File: src/rtl/frame_spill_unit.sv
// frame_spill_unit: LIFO spill/refill of 256-bit register frames to a 16-bit memory stack.
// Define FRAME_SPILL_CHECKSUM_EN to append an XOR checksum word per frame and enable chk_err.
module frame_spill_unit #(
  parameter logic [15:0] BASE_ADDR  = 16'hF000,
  parameter int          MAX_FRAMES = 16,
  parameter int          DEPTH_W    = 5
) (
  input  logic               clk,
  input  logic               reset,
  input  logic               backup,
  input  logic               restore,
  input  logic [255:0]       frame_in,
  output logic [255:0]       frame_out,
  output logic               frame_valid,
  output logic               busy,
  output logic [DEPTH_W-1:0] depth,
  output logic               overflow,
  output logic               underflow,
  output logic [15:0]        mem_addr,
  output logic [15:0]        mem_wdata,
  output logic               mem_we,
  output logic               mem_re,
  input  logic [15:0]        mem_rdata
`ifdef FRAME_SPILL_CHECKSUM_EN
  ,
  output logic               chk_err
`endif
);

`ifdef FRAME_SPILL_CHECKSUM_EN
  localparam int STRIDE = 17;
`else
  localparam int STRIDE = 16;
`endif
  localparam logic [4:0]         SPILL_LAST = 5'(STRIDE - 1);
  localparam logic [4:0]         FILL_LAST  = 5'(STRIDE);
  localparam logic [15:0]        STRIDE16   = 16'(STRIDE);
  localparam logic [DEPTH_W-1:0] DEPTH_MAX  = DEPTH_W'(MAX_FRAMES);
  localparam logic [DEPTH_W-1:0] DEPTH_ONE  = DEPTH_W'(1);

  typedef enum logic [1:0] {IDLE, SPILL, FILL, DONE} state_t;

  state_t             state_q, state_d;
  logic [4:0]         k_q, k_d;
  logic [15:0]        sp_q, sp_d;
  logic [DEPTH_W-1:0] depth_q, depth_d;
  logic [255:0]       shift_q, shift_d;
  logic [255:0]       asm_q, asm_d;
  logic [255:0]       frameOut_q, frameOut_d;
  logic               overflow_q, overflow_d;
  logic               underflow_q, underflow_d;
`ifdef FRAME_SPILL_CHECKSUM_EN
  logic [15:0]        sum_q, sum_d;
  logic               chkErr_q, chkErr_d;
`endif

  always_ff @(posedge clk or posedge reset) begin
    if (reset) begin
      state_q     <= IDLE;
      k_q         <= '0;
      sp_q        <= BASE_ADDR;
      depth_q     <= '0;
      shift_q     <= '0;
      asm_q       <= '0;
      frameOut_q  <= '0;
      overflow_q  <= 1'b0;
      underflow_q <= 1'b0;
`ifdef FRAME_SPILL_CHECKSUM_EN
      sum_q       <= '0;
      chkErr_q    <= 1'b0;
`endif
    end else begin
      state_q     <= state_d;
      k_q         <= k_d;
      sp_q        <= sp_d;
      depth_q     <= depth_d;
      shift_q     <= shift_d;
      asm_q       <= asm_d;
      frameOut_q  <= frameOut_d;
      overflow_q  <= overflow_d;
      underflow_q <= underflow_d;
`ifdef FRAME_SPILL_CHECKSUM_EN
      sum_q       <= sum_d;
      chkErr_q    <= chkErr_d;
`endif
    end
  end

  // Memory strobes decode straight from state so an async reset drops them at once.
  always_comb begin
    state_d     = state_q;
    k_d         = k_q;
    sp_d        = sp_q;
    depth_d     = depth_q;
    shift_d     = shift_q;
    asm_d       = asm_q;
    frameOut_d  = frameOut_q;
    overflow_d  = 1'b0;
    underflow_d = 1'b0;
    mem_we      = 1'b0;
    mem_re      = 1'b0;
    mem_addr    = '0;
    mem_wdata   = '0;
`ifdef FRAME_SPILL_CHECKSUM_EN
    sum_d       = sum_q;
    chkErr_d    = 1'b0;
`endif
    unique case (state_q)
      IDLE: begin
        if (backup) begin
          if (depth_q != DEPTH_MAX) begin
            shift_d = frame_in;
            k_d     = '0;
            state_d = SPILL;
`ifdef FRAME_SPILL_CHECKSUM_EN
            sum_d   = '0;
`endif
          end else begin
            overflow_d = 1'b1;
          end
        end else if (restore) begin
          if (depth_q != '0) begin
            sp_d    = sp_q - STRIDE16;
            depth_d = depth_q - DEPTH_ONE;
            k_d     = '0;
            state_d = FILL;
`ifdef FRAME_SPILL_CHECKSUM_EN
            sum_d   = '0;
`endif
          end else begin
            underflow_d = 1'b1;
          end
        end
      end
      SPILL: begin
        mem_we    = 1'b1;
        mem_addr  = sp_q + 16'(k_q);
        mem_wdata = shift_q[255:240];
`ifdef FRAME_SPILL_CHECKSUM_EN
        if (k_q == SPILL_LAST) mem_wdata = sum_q;
        sum_d = sum_q ^ shift_q[255:240];
`endif
        shift_d = {shift_q[239:0], 16'h0000};
        k_d     = k_q + 5'd1;
        if (k_q == SPILL_LAST) begin
          sp_d    = sp_q + STRIDE16;
          depth_d = depth_q + DEPTH_ONE;
          k_d     = '0;
          state_d = IDLE;
        end
      end
      FILL: begin
        if (k_q != FILL_LAST) begin
          mem_re   = 1'b1;
          mem_addr = sp_q + 16'(k_q);
        end
        // Read data lags the address by one cycle; shifting in places word 0 at the top.
        if (k_q != 5'd0 && k_q <= 5'd16) begin
          asm_d = {asm_q[239:0], mem_rdata};
`ifdef FRAME_SPILL_CHECKSUM_EN
          sum_d = sum_q ^ mem_rdata;
`endif
        end
        k_d = k_q + 5'd1;
        if (k_q == FILL_LAST) begin
          frameOut_d = asm_d;
          k_d        = '0;
          state_d    = DONE;
`ifdef FRAME_SPILL_CHECKSUM_EN
          chkErr_d   = (sum_q != mem_rdata);
`endif
        end
      end
      DONE:    state_d = IDLE;
      default: state_d = IDLE;
    endcase
  end

  assign frame_out   = frameOut_q;
  assign frame_valid = (state_q == DONE);
  assign busy        = (state_q == SPILL) || (state_q == FILL);
  assign depth       = depth_q;
  assign overflow    = overflow_q;
  assign underflow   = underflow_q;
`ifdef FRAME_SPILL_CHECKSUM_EN
  assign chk_err     = chkErr_q;
`endif

endmodule
File: config.mk
export PLATFORM = sky130hd
export DESIGN_NAME = frame_spill_unit
export DESIGN_NICKNAME = d
export VERILOG_FILES = /design/src/rtl/frame_spill_unit.sv
export SDC_FILE = /design/constraint.sdc
export NUM_CORES = 2
export LEC_CHECK = 0
export ABC_AREA = 1
export CORE_MARGIN = 10
export CORE_UTILIZATION = 54
export DETAILED_ROUTE_END_ITERATION = 10
export PLACE_DENSITY_LB_ADDON = 0.08
export SLEW_MARGIN = 15
export SYNTH_ARGS = -nofsm -noshare
export SYNTH_HDL_FRONTEND = slang
export SYNTH_SLANG_ARGS = --single-unit
File: constraint.sdc
create_clock -name clk -period 31.1 [get_ports clk]
set_clock_uncertainty 0.1 [all_clocks]
set_input_delay 3.11 -clock clk [delete_from_list [all_inputs] [get_ports clk]]
set_output_delay 3.11 -clock clk [all_outputs]
set_load 0.01 [all_outputs]
# Word level (Yosys, flattened, before mapping)
# Index checks and enable logic that the tools add are counted.
# totals
out_inout_bits	299
ff_bits	798
word_cells	86
in_bits	276
# op_classes
n_addsub	6
n_eq_ne	17
n_mux	41
reduce_logical	12
magnitude_cmp	1
# ops
operator	count
two-way mux 256 bit	3
one-hot mux 256 bit (2 select lines)	1
two-way mux 16 bit	6
one-hot mux 16 bit (2 select lines)	2
two-way mux 5 bit	10
adder 16 x 5 -> 16 bit	1
adder 16 x 5 -> 16 bit, second input constant	1
subtractor 16 x 5 -> 16 bit, second input constant	1
one-hot mux 5 bit (3 select lines)	1
!= test 2 bit, second input constant	7
two-way mux 2 bit	6
adder 5 x 1 -> 5 bit, second input constant	2
two-way mux 1 bit	10
!= test 5 bit, second input constant	2
one-hot mux 5 bit (2 select lines)	1
AND reduction 5 bit	2
nonzero test 5 bit	2
!= test 3 bit, second input constant	3
one-hot mux 2 bit (4 select lines)	1
== test 5 x 4 -> 1 bit, second input constant	1
== test 5 bit, second input constant	1
less-or-equal comparator 5 bit, second input constant	1
subtractor 5 x 1 -> 5 bit, second input constant	1
== test 2 bit, second input constant	2
other kinds (9)	9

# Logic depth before layout (Yosys ltp)
# logic_depth
depth_word	5
depth_mapped	15
mapped_depth_nobuf	13

# Worst setup path after synthesis
# No wires, ideal clock.
# synth_path
path_kind	register -> output
startpoint	register k_q[0]
endpoint	output port mem_addr[10]
stages_incl_launch_ff	11
arrival_time_ps	1830
required_time_ps	27890
setup_slack_ps	26060
n_path_buf	0
cell_sequence	dfrtp_1 > inv_1 > ha_1 > nand2_1 > nor2_2 > ha_1 > inv_1 > nand2_1 > a21oi_4 > clkinv_1 > nor3_1
# synth_via
elab_chain_len	3
# synth_lines
item	line	text
start: declaration	44	logic [4:0] k_q, k_d;
start signal: assignment	74	k_q <= k_d;
adder 16 x 5 -> 16 bit or != test 5 bit (tied branches)	137, 155, 153	
two-way mux 16 bit	153	if (k_q != FILL_LAST) begin
one-hot mux 16 bit (2 select lines) (*)	108	unique case (state_q)
end: declaration	19	output logic [15:0] mem_addr,
# Every way passes the cells marked *; elsewhere a longest branch is shown, timed or not.

# Worst setup path after layout
# layout_path
startpoint	input port backup
endpoint	register shift_q[128]
# layout_via
elab_chain_len	2
# layout_lines
item	line	text
start: declaration	10	input logic backup,
!= test 2 bit (no line)	-	
AND reduction 3 bit (no line)	-	
end signal: assignment	77	shift_q <= shift_d;
end: declaration	47	logic [255:0] shift_q, shift_d;
# Every way passes these cells.
# A chain may end at the register's enable or synchronous reset.

==> impl_metrics.toml <==
[logic_synthesis]
synth.distinct_cells = 29
seq_area_frac_synth_pct = 55.7
synth_top_flop_cell = "dfrtp_1"
synth_edf_count = 0
synthArstFlopShare_pct = 100
syn_inst = 3948
syn_nets = 4250
syn_avg_cell_area_sq_um = 9.04
synth_area_sq_mm = 0.0357
yosys_register_bits = 794
ys_warn_count = 0

[grt]
grt_pass1_vias = 27500
grt_overflow = 0
grt_max_degree = 250
antenna_found_initial = 31
grt_pass1_wl_microns = 162000
grt_use_total_pct = 26.7

[clock_tree]
root_buffer = "clkbuf_16"
htree_levels = 3
clk_pin_slew_ns = 0.06
post_cts_resized = 0
clk_path_buf_depth = 3
insertion_delay_ns = 0.61
hold_buffers = 0
postCtsSetupBuffers = 0
cts_made_buffers = 85
cts_sinks = 794
cts_tree = "yes"

[sta]
max_freq_mhz = 148
setup_slack_ns = 24.36
max_slew.worst_pin.slew_ns = 1.07
finalSetupTns_ns = 0
final_hold_viol_count = 0
drv_slew = 0
timing.final.crit_share_pct = 21.7
rsz0062_at_grt = "false"
slew_headroom_pct = 28.5
setup_viol = 0
fin_crit_ns = 6.74

[die]
io_pins = 575
die_h_microns = 277
dieArea_sq_mm = 0.0768
die_w_microns = 277
start_util_pct = 54.4
fp-row-count = 94
design.core.area_sq_mm = 0.0656

[routing]
wirelength_microns = 106000
vias = 28500
viasPerCell = 5.36
first_pass_iters = 7
drc = 0
wl_per_cell_microns = 19.9
postRouteAntennaNets = 0
dr.first_iter.drc_count = 2554

[status]
status = "complete, no violations"

[setup_path]
cp.required_ns = 31.53
worstSetupStartpointType = "primary input"
r2r_setup_slack_ns = 25.81
cp_data_arrival_time_ns = 7.17
setup.worst_path.end_class = "register"
reg2reg_depth = 9
timing.rr.end = "shift_q[128]"
cp_max_fo = 118
r2r_start = "state_q[1]"
worstSetupPathType = "in2reg"

[job]
cap_violations = 0

[place]
io_buffer_count = 574
dp_hpwl_microns = 75600
placed_area_sq_mm = 0.0415
place_ws_ns = 23.76
placedCellCount = 5156
place_congestion = 0.875

[hold_path]
hp-start = "asm_q[245]"
hold_depth = 2
whs_endpoint = "asm_q[245]"
hold_class = "reg2reg"

[power_and_ir_drop]
power_leakage_nw = 19.6
peakVddDrop_mv = 0.0659
p_per_area_mw_per_mm2 = 80.7

[layout]
nFillCells = 5357
final_area_sq_mm = 0.0444
num-nets-final = 4681
drive_above_1_share_pct = 9.61
finalNonFillerCells = 5317
area_growth_syn_to_layout_pct = 24.4
-- layout by cell type (no fill, tap or decap), types with 3 or more instances in the layout --
| master | count |
|---|---|
| xnor2_1 | 5 |
| diode_2 | 10 |
| nor2_1 | 291 |
| xor2_1 | 7 |
| bufinv_16 | 6 |
| clkbuf_1 | 23 |
| dfrtp_1 | 790 |
| inv_1 | 321 |
| a31oi_1 | 241 |
| mux2_2 | 256 |
| clkbuf_8 | 23 |
| ha_4 | 3 |
| clkbuf_16 | 87 |
| nand3_1 | 44 |
| dfstp_2 | 4 |
| ha_1 | 21 |
| clkinv_2 | 9 |
| nand2_1 | 1132 |
| buf_12 | 5 |
| clkdlybuf4s50_1 | 574 |
| nand4_1 | 7 |
| a21oi_1 | 31 |
| o21ai_0 | 518 |
| buf_4 | 22 |
| nor3_1 | 4 |
-- synthesized netlist by cell type, types with 24 or more instances --
master | count | area, sq um
mux2_2 | 256 | 2880
inv_1 | 322 | 1210
nand2_1 | 1132 | 4250
buf_2 | 75 | 375
ha_1 | 24 | 300
buf_4 | 27 | 203
clkbuf_1 | 112 | 420
dfrtp_1 | 790 | 19800
a21oi_1 | 31 | 155
o21ai_0 | 518 | 2590
nand3_1 | 44 | 220
nor2_1 | 291 | 1090
a31oi_1 | 241 | 1510
-- layer usage --
| metal | vias up | wire length [microns] | global-route usage (%) |
|---|---|---|---|
| li1 | 13700 | - | - |
| met2 | 732 | 52000 | 44.8 |
| met4 | 46 | 3600 | 10.3 |
| met3 | 197 | 7120 | 6.87 |
| met5 | - | 299 | 0 |
| met1 | 13800 | 42600 | 32.7 |
-- power breakdown --
part / leakage (nW) / switching, mW / total [mW] / internal (mW)
combinational: 7.97 / 0.775 / 1.14 / 0.369
sequential: 10.3 / 0.144 / 1.41 / 1.27
clock: 1.39 / 0.409 / 1.03 / 0.617
-- critical path: stages --
cell             delay [ns]
clkdlybuf4s50_1        0.54
nand2_1                0.11
inv_1                  0.09
nand2_1                0.09
o21ai_4                0.29
buf_4                  0.85
buf_4                  0.96
buf_4                  0.76
nor2_1                 0.09
a31oi_1                0.17
-- final cells by class --
type | count | area, sq um | area share, %
diodes | 10 | 25.0 | 0.0564
repair buffers | 601 | 6010 | 13.5
clock inverters | 18 | 249 | 0.561
clock buffers | 133 | 2580 | 5.81
multi-input cells | 2570 | 13300 | 30.0
inverters | 327 | 1240 | 2.80
well taps | 864 | 1080 | 2.44
flip-flops and latches | 794 | 19900 | 44.8
-- logic make-up (layout without fill, tap and decap cells) --
group	after synthesis	count (layout)	synth area share (%)
other cells	0	10	0
xor+xnor	12	12	0.295
simple gates	1483	1483	15.9
fa+ha+maj	26	26	0.954
mux	256	256	8.08
flops	794	794	55.7
compound gates	793	793	12.0
buf+inv	584	1079	7.11
-- registers in the layout, indices dropped and copies added, names as in the netlist --
name / count
underflow: 1
asm_q: 256
state_q: 2
frame_out: 256
sp_q: 12
shift_q: 256
depth: 5
overflow: 1
k_q: 5
-- stage by stage --
step / utilization [%] / hold WS [ns] / power [mW]
6_report: 67.6 / 0.377 / 3.58
5_1_grt: 67.6 / 0.396 / 3.83
4_1_cts: 67.6 / 0.380 / 3.61
3_5_place_dp: 63.3 / 0.365 / 2.58
3_3_place_gp: 63.3 / 0.361 / 2.54
2_1_floorplan: - / 0.349 / 2.27
-- worst max path at each step --
stage	end	start	slack [ns]	cells past startpoint
2_1_floorplan	asm_q[0]	reset	5.60	1
3_3_place_gp	shift_q[83]	backup	23.83	9
3_5_place_dp	shift_q[128]	backup	23.76	10
4_1_cts	mem_addr[10]	state_q[1]	24.34	7
5_1_grt	shift_q[128]	backup	24.03	10
6_report	shift_q[128]	backup	24.36	10
(Power assumes the default switching activity.)
